**src/rtl/ball_ctrl_pkg.sv**
```systemverilog
// Shared pong constants for the ball engine: display geometry, paddle body size,
// ball size, derived centre/bounds, and the ball FSM state encoding.
package ball_ctrl_pkg;

   localparam logic [10:0] H_DISP = 11'd640;
   localparam logic [10:0] V_DISP = 11'd480;
   localparam logic [10:0] SLDE_W = 11'd10;
   localparam logic [10:0] BODY_W = 11'd10;
   localparam logic [10:0] BODY_L = 11'd80;
   localparam logic [10:0] BALL_W = 11'd10;

   localparam logic [10:0] CX = (H_DISP >> 1) - (BALL_W >> 1);
   localparam logic [10:0] CY = (V_DISP >> 1) - (BALL_W >> 1);

   // Inner edges of the playfield for the ball's top-left corner.
   localparam logic [10:0] X_MAX = H_DISP - SLDE_W - BALL_W;
   localparam logic [10:0] Y_MAX = V_DISP - SLDE_W - BALL_W;

   typedef enum logic [2:0] {
      ST_IDLE   = 3'd0,
      ST_SERVE  = 3'd1,
      ST_PLAY   = 3'd2,
      ST_SCORED = 3'd3,
      ST_OVER   = 3'd4
   } state_t;

   function automatic logic [3:0] sat_inc(input logic [3:0] v, input logic [3:0] lim);
      return (v >= lim) ? v : v + 4'd1;
   endfunction

endpackage

```
**src/rtl/ball_ctrl_move_tick.sv**
```systemverilog
// Free-running move-tick divider: counts 0..MOVE_DIV-1 and flags the last count.
// Shared by the ball engine and the paddle blocks so all movers update in phase.
module move_tick #(
   parameter int MOVE_DIV = 250000
) (
   input  logic clk,
   input  logic rst_n,
   output logic tick
);

   localparam int W = (MOVE_DIV > 1) ? $clog2(MOVE_DIV) : 1;
   localparam logic [W-1:0] LAST = W'(MOVE_DIV - 1);

   logic [W-1:0] count;

   always_ff @(posedge clk) begin
      if (!rst_n) begin
         count <= '0;
      end else if (tick) begin
         count <= '0;
      end else begin
         count <= count + W'(1);
      end
   end

   assign tick = (count == LAST);

endmodule

```
**src/rtl/ball_ctrl.sv**
```systemverilog
// Pong ball motion and scoring engine: moves the ball per move tick, reflects off
// walls and paddles, detects goals, keeps scores. BALL_SPEEDUP_EN adds paddle-hit speedup.
module ball_ctrl
   import ball_ctrl_pkg::*;
#(
   parameter int MOVE_DIV    = 250000,
   parameter int SPEED0      = 2,
   parameter int SERVE_TICKS = 50,
   parameter int WIN_SCORE   = 9
) (
   input  logic       vga_clk,
   input  logic       sys_rst_n,
   input  logic       start,
   input  logic [9:0] lpad_x,
   input  logic [9:0] lpad_y,
   input  logic [9:0] rpad_x,
   input  logic [9:0] rpad_y,
   output logic [9:0] ball_x,
   output logic [9:0] ball_y,
   output logic [3:0] score_l,
   output logic [3:0] score_r,
   output logic       hit,
   output logic       goal,
   output logic       game_over,
   output logic [2:0] fsm_state
);

   localparam int SW = (SERVE_TICKS > 1) ? $clog2(SERVE_TICKS) : 1;
   localparam logic [SW-1:0] SERVE_LAST = SW'(SERVE_TICKS - 1);
   localparam logic [3:0] WIN = 4'(WIN_SCORE);
   localparam logic [10:0] STEP0 = 11'(SPEED0);

   logic tick;

   move_tick #(.MOVE_DIV(MOVE_DIV)) u_move_tick (
      .clk   (vga_clk),
      .rst_n (sys_rst_n),
      .tick  (tick)
   );

   state_t state, state_nx;
   logic [SW-1:0] serve_cnt, cnt_nx;
   logic [9:0] x_nx, y_nx;
   logic [3:0] sl_nx, sr_nx;
   logic dx, dy, dx_nx, dy_nx;
   logic hit_nx, goal_nx;

`ifdef BALL_SPEEDUP_EN
   localparam logic [10:0] STEP_MAX = 11'(SPEED0 + 2);
   logic [10:0] step;
`else
   logic [10:0] step;
   assign step = STEP0;
`endif

   // One PLAY-tick candidate move, all in 11-bit unsigned arithmetic.
   logic [10:0] cur_x, cur_y, lpx, lpy, rpx, rpy;
   logic [10:0] nx, raw_ny, ny, lface, rface;
   logic [9:0]  px, py;
   logic        nx_under, ny_under, pdx, pdy, ov_l, ov_r;
   logic        hit_l, hit_r, phit, score_to_l, score_to_r;

   always_comb begin
      cur_x = {1'b0, ball_x};
      cur_y = {1'b0, ball_y};
      lpx   = {1'b0, lpad_x};
      lpy   = {1'b0, lpad_y};
      rpx   = {1'b0, rpad_x};
      rpy   = {1'b0, rpad_y};

      nx_under = !dx && (cur_x < step);
      ny_under = !dy && (cur_y < step);
      nx       = dx ? cur_x + step : cur_x - step;
      raw_ny   = dy ? cur_y + step : cur_y - step;

      ny  = raw_ny;
      pdy = dy;
      if (!dy && (ny_under || raw_ny <= SLDE_W)) begin
         ny  = SLDE_W;
         pdy = 1'b1;
      end else if (dy && raw_ny >= Y_MAX) begin
         ny  = Y_MAX;
         pdy = 1'b0;
      end

      // Paddle tests use the wall-corrected y so a corner bounce can also hit.
      ov_l  = ((ny + BALL_W) > lpy) && (ny < (lpy + BODY_L));
      ov_r  = ((ny + BALL_W) > rpy) && (ny < (rpy + BODY_L));
      lface = lpx + BODY_W;
      rface = rpx - BALL_W;
      hit_l = !dx && ov_l && !nx_under && (nx <= lface) && (cur_x >= lface);
      hit_r = dx && ov_r && (nx >= rface) && (cur_x <= rface);

      px   = nx[9:0];
      pdx  = dx;
      phit = 1'b0;
      if (hit_l) begin
         px   = lface[9:0];
         pdx  = 1'b1;
         phit = 1'b1;
      end else if (hit_r) begin
         px   = rface[9:0];
         pdx  = 1'b0;
         phit = 1'b1;
      end
      py = ny[9:0];

      score_to_r = !phit && !dx && (nx_under || nx <= SLDE_W);
      score_to_l = !phit && dx && (nx >= X_MAX);
   end

   always_comb begin
      state_nx = state;
      cnt_nx   = serve_cnt;
      x_nx     = ball_x;
      y_nx     = ball_y;
      dx_nx    = dx;
      dy_nx    = dy;
      sl_nx    = score_l;
      sr_nx    = score_r;
      hit_nx   = 1'b0;
      goal_nx  = 1'b0;
      if (tick) begin
         case (state)
            ST_IDLE: begin
               if (start) begin
                  state_nx = ST_SERVE;
                  cnt_nx   = '0;
               end
            end
            ST_SERVE: begin
               if (serve_cnt == SERVE_LAST) begin
                  state_nx = ST_PLAY;
               end else begin
                  cnt_nx = serve_cnt + SW'(1);
               end
            end
            ST_PLAY: begin
               x_nx   = px;
               y_nx   = py;
               dx_nx  = pdx;
               dy_nx  = pdy;
               hit_nx = phit;
               // dx is left unchanged on a goal: it already points at the conceding side.
               if (score_to_l || score_to_r) begin
                  goal_nx  = 1'b1;
                  state_nx = ST_SCORED;
                  if (score_to_l) begin
                     sl_nx = sat_inc(score_l, WIN);
                  end else begin
                     sr_nx = sat_inc(score_r, WIN);
                  end
               end
            end
            ST_SCORED: begin
               x_nx     = CX[9:0];
               y_nx     = CY[9:0];
               cnt_nx   = '0;
               state_nx = (score_l == WIN || score_r == WIN) ? ST_OVER : ST_SERVE;
            end
            ST_OVER: begin
               if (start) begin
                  state_nx = ST_SERVE;
                  sl_nx    = 4'd0;
                  sr_nx    = 4'd0;
                  dx_nx    = 1'b1;
                  cnt_nx   = '0;
               end
            end
            default: state_nx = ST_IDLE;
         endcase
      end
   end

   always_ff @(posedge vga_clk) begin
      if (!sys_rst_n) begin
         state     <= ST_IDLE;
         serve_cnt <= '0;
         ball_x    <= CX[9:0];
         ball_y    <= CY[9:0];
         dx        <= 1'b1;
         dy        <= 1'b1;
         score_l   <= 4'd0;
         score_r   <= 4'd0;
         hit       <= 1'b0;
         goal      <= 1'b0;
      end else begin
         state     <= state_nx;
         serve_cnt <= cnt_nx;
         ball_x    <= x_nx;
         ball_y    <= y_nx;
         dx        <= dx_nx;
         dy        <= dy_nx;
         score_l   <= sl_nx;
         score_r   <= sr_nx;
         hit       <= hit_nx;
         goal      <= goal_nx;
      end
   end

`ifdef BALL_SPEEDUP_EN
   always_ff @(posedge vga_clk) begin
      if (!sys_rst_n) begin
         step <= STEP0;
      end else if (state_nx == ST_SERVE && state != ST_SERVE) begin
         step <= STEP0;
      end else if (hit_nx && step < STEP_MAX) begin
         step <= step + 11'd1;
      end
   end
`endif

   assign game_over = (state == ST_OVER);
   assign fsm_state = state;

endmodule
```
**config.mk**
```make
export PLATFORM = sky130hd
export DESIGN_NAME = ball_ctrl
export DESIGN_NICKNAME = d
export VERILOG_FILES = /design/src/rtl/ball_ctrl_pkg.sv /design/src/rtl/ball_ctrl_move_tick.sv /design/src/rtl/ball_ctrl.sv
export SDC_FILE = /design/constraint.sdc
export NUM_CORES = 1
export LEC_CHECK = 0
export ABC_AREA = 1
export ABC_CLOCK_PERIOD_IN_PS = 7200
export BUFFER_PORTS_ARGS = -buffer_cell sky130_fd_sc_hd__buf_2
export CORE_UTILIZATION = 50
export CTS_CLUSTER_SIZE = 8
export DETAILED_ROUTE_END_ITERATION = 10
export PLACE_DENSITY = 0.7
export SYNTH_ARGS = -nofsm -noshare
export SYNTH_HDL_FRONTEND = slang
export SYNTH_SLANG_ARGS = --single-unit
```
**constraint.sdc**
```tcl
create_clock -name vga_clk -period 7.2 [get_ports vga_clk]
set_clock_uncertainty 0.1 [all_clocks]
set_input_delay 0 -clock vga_clk [delete_from_list [all_inputs] [get_ports vga_clk]]
set_output_delay 0 -clock vga_clk [all_outputs]
set_load 0.02 [all_outputs]
```
==> out/summary.log, run 1 <==
qor: status.status complete, no violations
qor: cts.post_cts.repair.setup_buffers 0
qor: pwr.leakagePower 3.74 nW
qor: placed_design.detailedPlacementHpwl 13.4 mm
qor: placed_design.dp_worst_setup_slack 2.22 ns
qor: floorplan.coreArea 0.0126 mm²
qor: timing.slew-limit-headroom 27.4%
qor: floorplan.die_height 116 µm
qor: yosys.synthesis.yosys.warnings 0
qor: timing.worst_hold_slack 0.0332 ns
qor: floorplan.floorplan.initialDensity 51.4%
qor: final_layout.antenna_cells_inserted 0
qor: final_layout.final_layout_size_suffix_gt1_share 14.2%
qor: cts.numCtsBuffers 9
qor: global_route.groute.layer.met2.usage 42.7%
qor: timing.grt_setup_unrepaired false
qor: detailed_routing.route.detailed.vias_per_inst 5.22
qor: pwr.clkPwrFrac 47.7%
qor: final_layout.multi_input_area 0.00462 mm²
qor: detailed_routing.detail_route.iter0.violations 461
qor: global_route.grt_pass1_vias 5876
qor: pwr.sw_frac_of_total 26.0%
qor: final_layout.final_core_util 57.9%
qor: flow_run.drv.max_cap_violation_count 0
qor: timing.report.final.setup_viol 0
qor: worst_hold_path.worst_hold_startpoint sys_rst_n
qor: critical_path.worstRegToRegCells 32
qor: yosys.synth_enable_flop_cells 0
qor: yosys.synth_nets 1134
qor: final_layout.fill_cells 1227
qor: global_route.grt_most_used_layer met2
qor: global_route.m3_gr_usage 4.65%
qor: global_route.groute.layer.met1.usage 34.6%
qor: yosys.synthesis.instances 993
qor: floorplan.chipWidth 116 µm
qor: final_layout.design_area 0.00731 mm²
qor: global_route.grt.total_usage 26.0%
qor: pwr.power.density_cell_area 122 mW/mm²
qor: yosys.ys_ff_latch 59
qor: yosys.netlist-cell-type-count 50
qor: cts.cts.sinks 59
qor: timing.timing.final.max_slew_violations 0
qor: detailed_routing.drc 0
qor: detailed_routing.number_of_vias_after_detailed_routing 6506
qor: yosys.syn_avg_cell_area 6.53 µm²
qor: critical_path.critPathSlowestCell dlygate4sd3_1
qor: pwr.switchingPower 0.232 mW
qor: timing.fin_tns_setup 0 ns
qor: yosys.postSynth.asyncResetShare 0%
qor: cts.cts_tree built
qor: final_layout.synthToLayoutAreaGrowth 12.6%
qor: global_route.grt_max_degree 31
qor: placed_design.numPlacedInstances 1228
qor: critical_path.startpoint ball_y[1]
qor: cts.cts_max_path_bufs 2
qor: timing.max_slew.worst_pin.slew 1.08 ns
qor: detailed_routing.detail_route.first_pass.iterations 5
qor: critical_path.slowest_delay 0.56 ns
qor: detailed_routing.route.antenna.remaining_nets 0
qor: timing.clock.fmax 188 MHz
qor: cts.clock_insertion_delay_worst_skew 0.33 ns
qor: critical_path.criticalPathCategory reg2reg
qor: yosys.synth_flop_cell dfxtp_1
qor: cts.worst_setup_hold_path_clk_slew 0.06 ns
qor: yosys.synth_area 0.00649 mm²
qor: worst_hold_path.hold_depth 2
qor: timing.period_utilization 73.7%
qor: pwr.power.share.combinational 15.4%
qor: critical_path.worstReg2RegStart ball_y[1]
qor: placed_design.gp_congestion 0.995
qor: critical_path.crit_fanout 12
qor: placed_design.placement.io_buffers 76
qor: final_layout.final_cell_count_no_fill 1246
qor: worst_hold_path.hold_path_class in2reg
qor: global_route.grt_pass1_wl 27.6 mm
qor: critical_path.worst_ep_arrival_time 5.46 ns
qor: detailed_routing.detail_route.wirelength 16.7 mm
qor: yosys.synth-seq-area-share 18.2%
qor: critical_path.critical_path.most_common_cell nand2_1
qor: critical_path.cp_data_required_time 7.35 ns
qor: global_route.grt_antenna_before_repair 0
qor: cts.cts_root_buffer clkbuf_16
qor: pwr.power.total 0.891 mW
qor: floorplan.die_area 0.0134 mm²
qor: cts.htreeDepth 3
qor: floorplan.num_io_pins 77
qor: pwr.power.share.sequential 36.9%
qor: critical_path.worstSetupStartpointType flip-flop
qor: critical_path.worst_setup_path_end_kind flip-flop
qor: detailed_routing.wl_per_cell 13.4 µm
qor: placed_design.placement.cell_area 0.00699 mm²
qor: timing.finalWorstPathRequiredPeriod 5.31 ns
qor: global_route.grt_remaining_overflow 0
qor: final_layout.design.final.nets 1210
qor: timing.setup_ws 1.89 ns
qor: pwr.internal-power 0.659 mW
qor: timing.report.final.hold_viol_count 0
qor: floorplan.floorplan.rows 41
qor: final_layout.ff_latch_area 0.00118 mm²
qor: pwr.vdd_ir_drop_max 0.164 mV
==> state kept, by name, indices dropped and copies added, names as in the netlist <==
name	flops
dy	1
score_l	4
dx	1
hit	1
ball_y	10
serve_cnt	6
score_r	4
ball_x	10
fsm_state	3
u_move_tick.count	18
goal	1
==> cell usage in the layout (no fill, tap or decap), drive strengths merged, types with 3 or more instances in the layout <==
cell type,instances
nor3b,3
nor2,112
o31ai,3
dfxtp,59
a21o,3
o211ai,7
o21ai,44
inv,152
o22ai,6
nand2,234
buf,76
clkinv,7
nand4,27
a211oi,9
nor4,4
xor2,33
xnor2,6
ha,98
clkbuf,11
o32ai,4
a21oi,60
or2,11
nor3,25
nand3,61
==> worst max-delay path, delay by kind of cell (launching register included) <==
kind / cells / cell delay [ns]
buf+inv: 6 / 1.09
fa+ha+maj: 3 / 0.80
simple gates: 17 / 1.84
compound gates: 5 / 0.75
xor+xnor: 1 / 0.17
flops: 1 / 0.48
==> cell usage after synthesis, drive strengths merged (2+ instances only) <==
| library cell | count | share of area [%] |
|---|---|---|
| nand2 | 234 | 15 |
| a21oi | 60 | 4.7 |
| xor2 | 33 | 4.5 |
| nor2 | 112 | 7.1 |
| a21o | 3 | 0.35 |
| nand4 | 27 | 2.7 |
| a31oi | 2 | 0.19 |
| nand3 | 61 | 5.4 |
| o32ai | 4 | 0.54 |
| buf | 9 | 1.2 |
| inv | 152 | 8.8 |
| dfxtp | 59 | 18 |
| o31ai | 3 | 0.35 |
| o21a | 2 | 0.23 |
| nand3b | 2 | 0.23 |
| or2 | 11 | 1.1 |
| clkbuf | 4 | 0.23 |
| nor3b | 3 | 0.35 |
| o21ai | 44 | 3.5 |
| ha | 98 | 19 |
| xnor2 | 6 | 0.81 |
| nor4 | 4 | 0.39 |
| o22ai | 6 | 0.58 |
| o21bai | 2 | 0.23 |
| nor3 | 25 | 1.9 |
| clkinv | 4 | 0.33 |
| a211oi | 9 | 1.0 |
| o211ai | 7 | 0.81 |
==> layout make-up <==
| class | instances | share of cell area [%] |
|---|---|---|
| multi-input cells | 765 | 63.3 |
| flip-flops and latches | 59 | 16.2 |
| inverters | 156 | 8.10 |
| repair buffers | 78 | 5.48 |
| clock buffers | 11 | 3.32 |
| well taps | 172 | 2.94 |
| clock inverters | 5 | 0.719 |
==> cell families after synthesis <==
logic type,after synthesis,synth area share [%]
AOI/OAI and AO/OA,148,13.2
buffers and inverters,169,10.5
and+or+nand+nor,480,33.9
adders and majority gates,98,18.9
xor gates and xnor gates,39,5.26
DFF,59,18.2
==> what timing repair did <==
item	in CTS	in global routing
resized for setup	0	0
hold endpoints to repair	1	0
setup endpoints to repair	0	0
hold buffers	2	0
==> layer usage <==
metal	wire length, µm	vias up
li1	-	3435
met1	7980	2840
met2	7400	199
met3	960	32
met4	352	0
met5	0	-
==> power by group through the flow <==
| stage | clock [mW] | combinational [mW] | sequential (mW) |
|---|---|---|---|
| 2_1_floorplan | 0 | 0.0943 | 0.336 |
| 3_3_place_gp | 0 | 0.134 | 0.336 |
| 3_5_place_dp | 0 | 0.135 | 0.336 |
| 4_1_cts | 0.431 | 0.137 | 0.329 |
| 5_1_grt | 0.445 | 0.159 | 0.329 |
| 6_report | 0.425 | 0.137 | 0.329 |
==> worst paths after layout <==
path | endpoint | slack (ns)
setup / recovery | ball_x[0] | 1.89
hold reg to reg | u_move_tick.count[15] | 0.36
hold / removal | ball_y[3] | 0.03
setup reg to reg | ball_x[0] | 1.89
(Power assumes the default switching activity.)
==> run 2: changes to the inputs <==
ABC_AREA = 0   (was 1)
ABC_CLOCK_PERIOD_IN_PS = 5500   (was 7200)
clock period = 5.5 ns   (was 7.2 ns; I/O delays follow)
==> out/summary.log, run 2 <==
qor: timing.report.final.hold_viol_count 0 [unchanged]
qor: yosys.synth_area 0.00614 mm² [-5.4%]
qor: timing.setup_ws 0.135 ns [-1.76 ns]
qor: timing.max_slew.worst_pin.slew 0.841 ns [-0.244 ns]
qor: final_layout.final_core_util 59.9% [+2.0 points]
qor: final_layout.design.final.nets 1019 [-16%]
qor: final_layout.largest_register_ffs 18 [unchanged]
qor: cts.cts.sinks 59 [unchanged]
qor: timing.finalWorstPathRequiredPeriod 5.36 ns [+0.0597 ns]
qor: global_route.grt_pass1_wl 29.0 mm [+4.9%]
qor: yosys.synth_nets 926 [-18%]
qor: detailed_routing.drc 0 [unchanged]
qor: timing.slew-limit-headroom 43.4% [+16 points]
qor: floorplan.floorplan.initialDensity 51.1% [-0.33 points]
qor: cts.cts_max_path_bufs 2 [unchanged]
qor: cts.htreeDepth 3 [unchanged]
qor: final_layout.antenna_cells_inserted 0 [unchanged]
qor: cts.worst_setup_hold_path_clk_slew 0.05 ns [about the same]
qor: final_layout.top_register u_move_tick.count
qor: global_route.grt_remaining_overflow 0 [unchanged]
qor: final_layout.most_frequent_cells_in_the_layout 96 x ha_1, 89 x nor2_1, 76 x buf_2, 61 x nand2_1, 59 x dfxtp_1
qor: pwr.power.density_cell_area 169 mW/mm² [+39%]
qor: floorplan.chipWidth 113 µm [-2.7%]
qor: global_route.grt_pass1_vias 6110 [+4.0%]
qor: yosys.postSynth.asyncResetShare 0% [unchanged]
qor: yosys.netlist-cell-type-count 76 [+52%]
qor: placed_design.gp_congestion 0.935 [-6.0%]
qor: final_layout.final_layout_size_suffix_gt1_share 17.4% [+3.3 points]
qor: detailed_routing.detail_route.first_pass.iterations 4 [-1]
qor: placed_design.detailedPlacementHpwl 13.8 mm [+2.4%]
qor: critical_path.worstReg2RegStart ball_y[2]
qor: detailed_routing.route.detailed.vias_per_inst 6.03 [+16%]
qor: yosys.ys_ff_latch 59 [unchanged]
qor: cts.cts_tree built
qor: floorplan.floorplan.rows 40 [-2.4%]
qor: timing.fin_tns_setup 0 ns [unchanged]
qor: critical_path.crit_fanout 6 [-6]
qor: placed_design.dp_worst_setup_slack -0.0401 ns [-2.26 ns]
qor: critical_path.criticalPathCategory reg2reg
qor: detailed_routing.wl_per_cell 17.3 µm [+29%]
qor: yosys.synth.top_cell.area_share 20.0% [+1.1 points]
qor: timing.worst_hold_slack 0.0875 ns [+0.0543 ns]
qor: worst_hold_path.worst_hold_startpoint lpad_x[9]
qor: yosys.synthesis.yosys.warnings 0 [unchanged]
qor: global_route.grt.total_usage 28.2% [+2.2 points]
qor: final_layout.layout.cells.most_common ha_1
qor: yosys.synth_top_cell_by_area ha_1
qor: final_layout.synthToLayoutAreaGrowth 17.2%
qor: critical_path.startpoint ball_y[2]
qor: placed_design.placement.cell_area 0.00674 mm² [-3.6%]
qor: critical_path.worstSetupStartpointType flip-flop
qor: timing.report.final.setup_viol 0 [unchanged]
qor: timing.timing.final.max_slew_violations 0 [unchanged]
qor: yosys.synth-seq-area-share 19.2% [+1.0 points]
qor: final_layout.final_cell_count_no_fill 1030 [-17%]
qor: pwr.leakagePower 3.09 nW [-17%]
qor: global_route.grt_max_degree 21 [-32%]
qor: critical_path.worst_ep_arrival_time 5.52 ns [+0.06 ns]
qor: yosys.synth_flop_cell dfxtp_1
qor: global_route.grt_antenna_before_repair 0 [unchanged]
qor: floorplan.num_io_pins 77 [unchanged]
qor: pwr.power.total 1.22 mW [+36%]
qor: floorplan.die_area 0.0127 mm² [-5.3%]
qor: yosys.synthesis.instances 785 [-21%]
qor: detailed_routing.detail_route.wirelength 17.8 mm [+6.5%]
qor: flow_run.drv.max_cap_violation_count 0 [unchanged]
qor: yosys.synth_commonest_cells 98 x ha_1, 91 x nor2_1, 61 x nand2_1
qor: detailed_routing.detail_route.iter0.violations 389 [-16%]
qor: yosys.synth_enable_flop_cells 0 [unchanged]
qor: cts.cts_root_buffer clkbuf_16
qor: detailed_routing.route.antenna.remaining_nets 0 [unchanged]
qor: timing.period_utilization 97.5% [+24 points]
qor: cts.clock_insertion_delay_worst_skew 0.32 ns [about the same]
qor: detailed_routing.number_of_vias_after_detailed_routing 6216 [-4.5%]
qor: final_layout.fill_cells 1094 [-11%]
qor: floorplan.die_height 113 µm [-2.7%]
qor: worst_hold_path.hold_path_class in2reg
qor: placed_design.numPlacedInstances 1007 [-18%]
qor: yosys.syn_avg_cell_area 7.82 µm² [+20%]
qor: critical_path.worst_setup_path_end_kind flip-flop
qor: timing.clock.fmax 186 MHz [-1.1%]
qor: final_layout.layout_top_registers u_move_tick.count (18), ball_x (10), ball_y (10)
qor: yosys.synthTopCellsByArea ha_1 20%, dfxtp_1 19%, nor2_1 5.6%, xor2_1 4.4%, xnor2_1 4.1%
qor: status.status complete, no violations
qor: cts.numCtsBuffers 9 [unchanged]
qor: pwr.vdd_ir_drop_max 0.178 mV [+8.6%]
qor: critical_path.cp_data_required_time 5.66 ns [-1.69 ns]
qor: placed_design.placement.io_buffers 76 [unchanged]
qor: floorplan.coreArea 0.0120 mm² [-4.8%]
qor: yosys.synth_most_common_cell ha_1
qor: final_layout.design_area 0.00719 mm² [-1.6%]
-- run 2: cell families after synthesis --
kind of cell | after synthesis | share of synthesized area, %
flip-flops | 59 | 19.2
XOR/XNOR | 61 | 8.83
AO/OA/AOI/OAI | 197 | 22.4
multiplexers | 5 | 0.836
AND/OR/NAND/NOR | 301 | 24.5
buffers and inverters | 64 | 4.20
adder cells (fa/ha/maj) | 98 | 20.0
-- run 2: critical path, cell delays in order (launching register included) --
cell and delay, ns:
dfxtp_1 0.36, inv_1 0.08, ha_2 0.20, or3b_4 0.42
o32ai_4 0.26, xor2_2 0.15, buf_4 0.16, a311oi_2 0.32
a31oi_4 0.15, a21boi_2 0.19, ha_2 0.20, o2111ai_2 0.25
xnor2_1 0.19, ha_1 0.28, a21o_1 0.20, a211oi_2 0.28
nand2_1 0.08, o221ai_1 0.07, a31oi_1 0.11, a31oi_4 0.30
o22ai_4 0.14, or3_4 0.39, o32a_1 0.33, o21ai_1 0.07
-- run 2: final timing paths --
| path | depth (start not counted) | to | slack, ns |
|---|---|---|---|
| worst max-delay path | 23 | score_r[3] | 0.14 |
| worst min-delay path | 4 | ball_x[9] | 0.09 |
| worst max register to register | 23 | score_r[3] | 0.14 |
| worst min register to register | 1 | u_move_tick.count[0] | 0.36 |
-- run 2: per-layer routing --
metal	track usage (%)	wire, µm	vias to the layer above
met5	0	0	-
met3	4.23	993	43
met1	34.8	7740	2890
met4	11.4	468	0
li1	-	-	3069
met2	49.0	8580	214
-- run 2: repair_timing --
action | in CTS | in global routing
setup endpoints to repair | 5 | 22
cloned | 0 | 0
setup buffers | 0 | 4
hold buffers | 3 | 0
pin swaps | 0 | 5
resized for setup | 1 | 19
endpoints found under the hold margin | 9 | 0
-- run 2: layout make-up --
cell class | instances | area [µm²] | share of cell area (%)
tap | 147 | 184 | 2.56
inverter | 47 | 176 | 2.45
clock inverter | 5 | 77.6 | 1.08
timing repair buffer | 99 | 561 | 7.79
clock buffer | 11 | 233 | 3.24
multi-input combinational | 662 | 4780 | 66.5
sequential | 59 | 1180 | 16.4
-- run 2: power breakdown --
part	switching [mW]	total, mW	internal (mW)
combinational	0.113	0.195	0.0814
clock	0.191	0.586	0.395
sequential	0.00343	0.435	0.431
==> run 3: changes to the inputs <==
REMOVE_ABC_BUFFERS = 1   (was default)
==> out/summary.log, run 3 (synthesis results as in run 2) <==
qor: critical_path.regToRegEndpoint score_r[3]
qor: global_route.grt.total_usage 27.9% [-0.29 points]
qor: detailed_routing.detail_route.wirelength 18.0 mm [+1.2%]
qor: placed_design.dp_worst_setup_slack 0.0531 ns [+0.0932 ns]
qor: timing.period_utilization 95.3% [-2.2 points]
qor: critical_path.cp_data_required_time 5.66 ns [about the same]
qor: detailed_routing.detail_route.first_pass.iterations 5 [+1]
qor: worst_hold_path.hold_path_class in2reg
qor: critical_path.criticalPathCategory reg2reg
qor: final_layout.layout_top_registers u_move_tick.count (18), ball_x (10), ball_y (10)
qor: global_route.grt_pass1_vias 5857 [-4.1%]
qor: timing.report.final.setup_viol 0 [unchanged]
qor: final_layout.synthToLayoutAreaGrowth 18.6%
qor: critical_path.worstRegToRegCells 22 [-4.3%]
qor: cts.worst_setup_hold_path_clk_slew 0.06 ns [about the same]
qor: cts.cts_tree built
qor: timing.setup_ws 0.257 ns [+0.122 ns]
qor: final_layout.final_layout_size_suffix_gt1_share 18.6% [+1.2 points]
qor: cts.clock_insertion_delay_worst_skew 0.33 ns [about the same]
qor: detailed_routing.drc 0 [unchanged]
qor: detailed_routing.number_of_vias_after_detailed_routing 6248 [+0.51%]
qor: floorplan.coreArea 0.0120 mm² [unchanged]
qor: worst_hold_path.worst_hold_startpoint lpad_x[9]
qor: placed_design.detailedPlacementHpwl 13.8 mm [+0.63%]
qor: critical_path.worst_ep_arrival_time 5.40 ns [-0.12 ns]
qor: final_layout.antenna_cells_inserted 0 [unchanged]
qor: global_route.grt_remaining_overflow 0 [unchanged]
qor: pwr.sw_frac_of_total 27.1% [+1.7 points]
qor: pwr.leakagePower 3.12 nW [+0.92%]
qor: critical_path.r2r_slack 0.26 ns [+0.12 ns]
qor: worst_hold_path.hold_depth 4 [unchanged]
qor: final_layout.fill_cells 1117 [+2.1%]
qor: pwr.power.total 1.25 mW [+3.0%]
qor: detailed_routing.route.antenna.remaining_nets 0 [unchanged]
qor: critical_path.crit_fanout 7 [+1]
qor: worst_hold_path.whs_endpoint ball_x[9]
qor: cts.cts.sinks 59 [unchanged]
qor: final_layout.design.final.nets 1022 [+0.29%]
qor: detailed_routing.wl_per_cell 17.4 µm [+0.90%]
qor: critical_path.worstSetupStartpointType flip-flop
qor: final_layout.most_frequent_cells_in_the_layout 96 x ha_1, 91 x nor2_1, 76 x buf_2, 61 x nand2_1, 57 x dfxtp_1
qor: placed_design.placement.io_buffers 76 [unchanged]
qor: pwr.power.share.combinational 15.7% [-0.3 points]
qor: floorplan.floorplan.initialDensity 51.1% [unchanged]
qor: floorplan.die_height 113 µm [unchanged]
qor: cts.htreeDepth 3 [unchanged]
qor: pwr.switchingPower 0.339 mW [+10%]
qor: timing.max_slew.worst_pin.slew 1.06 ns [+0.216 ns]
qor: pwr.internal-power 0.913 mW [+0.63%]
qor: timing.worst_hold_slack 0.0826 ns [-0.00481 ns]
qor: timing.slew-limit-headroom 28.9% [-14 points]
qor: timing.clock.fmax 191 MHz [+2.3%]
qor: floorplan.die_area 0.0127 mm² [unchanged]
qor: global_route.grt_antenna_before_repair 0 [unchanged]
qor: timing.report.final.hold_viol_count 0 [unchanged]
qor: global_route.grt_max_degree 21 [unchanged]
qor: cts.numCtsBuffers 9 [unchanged]
qor: global_route.grt_pass1_wl 28.5 mm [-1.8%]
qor: final_layout.ff_latch_area 0.00118 mm² [+0.21%]
qor: critical_path.worstReg2RegStart ball_y[2]
qor: timing.timing.final.max_slew_violations 0 [unchanged]
qor: critical_path.worst_setup_path_end_kind flip-flop
qor: flow_run.drv.max_cap_violation_count 0 [unchanged]
qor: detailed_routing.route.detailed.vias_per_inst 6.05 [+0.22%]
qor: timing.finalWorstPathRequiredPeriod 5.24 ns [-0.122 ns]
qor: final_layout.top_register u_move_tick.count
qor: floorplan.floorplan.rows 40 [unchanged]
qor: pwr.power.share.sequential 34.7% [-1.1 points]
qor: final_layout.layout.cells.most_common ha_1
qor: pwr.power.density_cell_area 172 mW/mm² [+1.8%]
qor: floorplan.chipWidth 113 µm [unchanged]
qor: cts.cts_max_path_bufs 2 [unchanged]
qor: status.status complete, no violations
qor: final_layout.multi_input_area 0.00482 mm² [+0.92%]
qor: detailed_routing.detail_route.iter0.violations 374 [-3.9%]
qor: pwr.clkPwrFrac 49.6% [+1.4 points]
qor: final_layout.largest_register_ffs 18 [unchanged]
qor: floorplan.num_io_pins 77 [unchanged]
qor: cts.cts_root_buffer clkbuf_16
qor: pwr.vdd_ir_drop_max 0.133 mV [-25%]
qor: placed_design.gp_congestion 0.928 [-0.71%]
==> run 3: cell types whose count changed in the layout (fill, tap and decap cells not counted), sizes merged <==
cell / change
clkinvlp: +2
clkinv: -2
inv: +2
clkbuf: -2
buf: +3
==> run 3: power groups by stage <==
stage	registers [mW]	logic [mW]	clock network, mW
finish	0.434	0.197	0.621
global route	0.434	0.219	0.644
CTS	0.434	0.190	0.625
detailed placement	0.443	0.187	0
global placement	0.443	0.179	0
floorplan	0.444	0.121	0
==> run 3: worst max-delay path by stage <==
stage | startpoint | endpoint | slack (ns) | depth (start not counted)
global placement | ball_y[2] | score_r[3] | 0.21 | 22
global route | ball_y[2] | score_r[2] | -0.03 | 24
detailed placement | ball_y[2] | score_r[3] | 0.05 | 22
finish | ball_y[2] | score_r[3] | 0.26 | 22
floorplan | ball_y[1] | score_r[3] | 0.1 | 22
CTS | ball_y[2] | score_r[3] | 0.001 | 22
==> run 3: metal layers <==
| layer | global-route usage, % | part of all wire [%] | vias to the layer above |
|---|---|---|---|
| li1 | - | - | 3077 |
| met1 | 35.4 | 44 | 2915 |
| met2 | 48.3 | 48 | 229 |
| met3 | 4.39 | 6.1 | 27 |
| met4 | 8.89 | 2.0 | 0 |
| met5 | 0 | 0 | - |
==> run 3: worst max-delay path, cell delays in order, from the launching register on <==
cell       delay [ns]
dfxtp_2          0.35
inv_1            0.10
ha_4             0.15
or3b_4           0.42
o32ai_4          0.26
xor2_2           0.30
a311oi_2         0.09
a31oi_4          0.27
a21boi_2         0.22
ha_2             0.23
o2111ai_2        0.16
xnor2_1          0.27
ha_1             0.28
a21o_1           0.20
a211oi_2         0.27
a21oi_1          0.09
o21ai_0          0.08
a31oi_1          0.09
a31oi_4          0.29
o22ai_4          0.15
or3_4            0.40
o32a_1           0.32
o21ai_1          0.07
==> run 3: timing repair <==
item | CTS | global route
hold buffers | 3 | 0
gates resized for setup | 0 | 29
setup buffers | 0 | 9
endpoints found under the setup margin | 0 | 22
endpoints found under the hold margin | 9 | 0
==> run 3: final cells by class <==
class	count	area share [%]
clock buffer	9	3.09
timing repair buffer	102	8.06
inverter	47	2.42
multi-input combinational	662	66.3
sequential	59	16.3
clock inverter	7	1.38
tap	147	2.53
==> run 3: stage by stage <==
step,TNS (ns),util (%),cell area [µm²],std cells
finish,0,60.6,7280,1033
global route,-0.0390,60.6,7280,1033
CTS,0,58.9,7080,1024
detailed placement,0,56.0,6720,1005
global placement,0,56.0,6720,1005
floorplan,0,-,6050,768
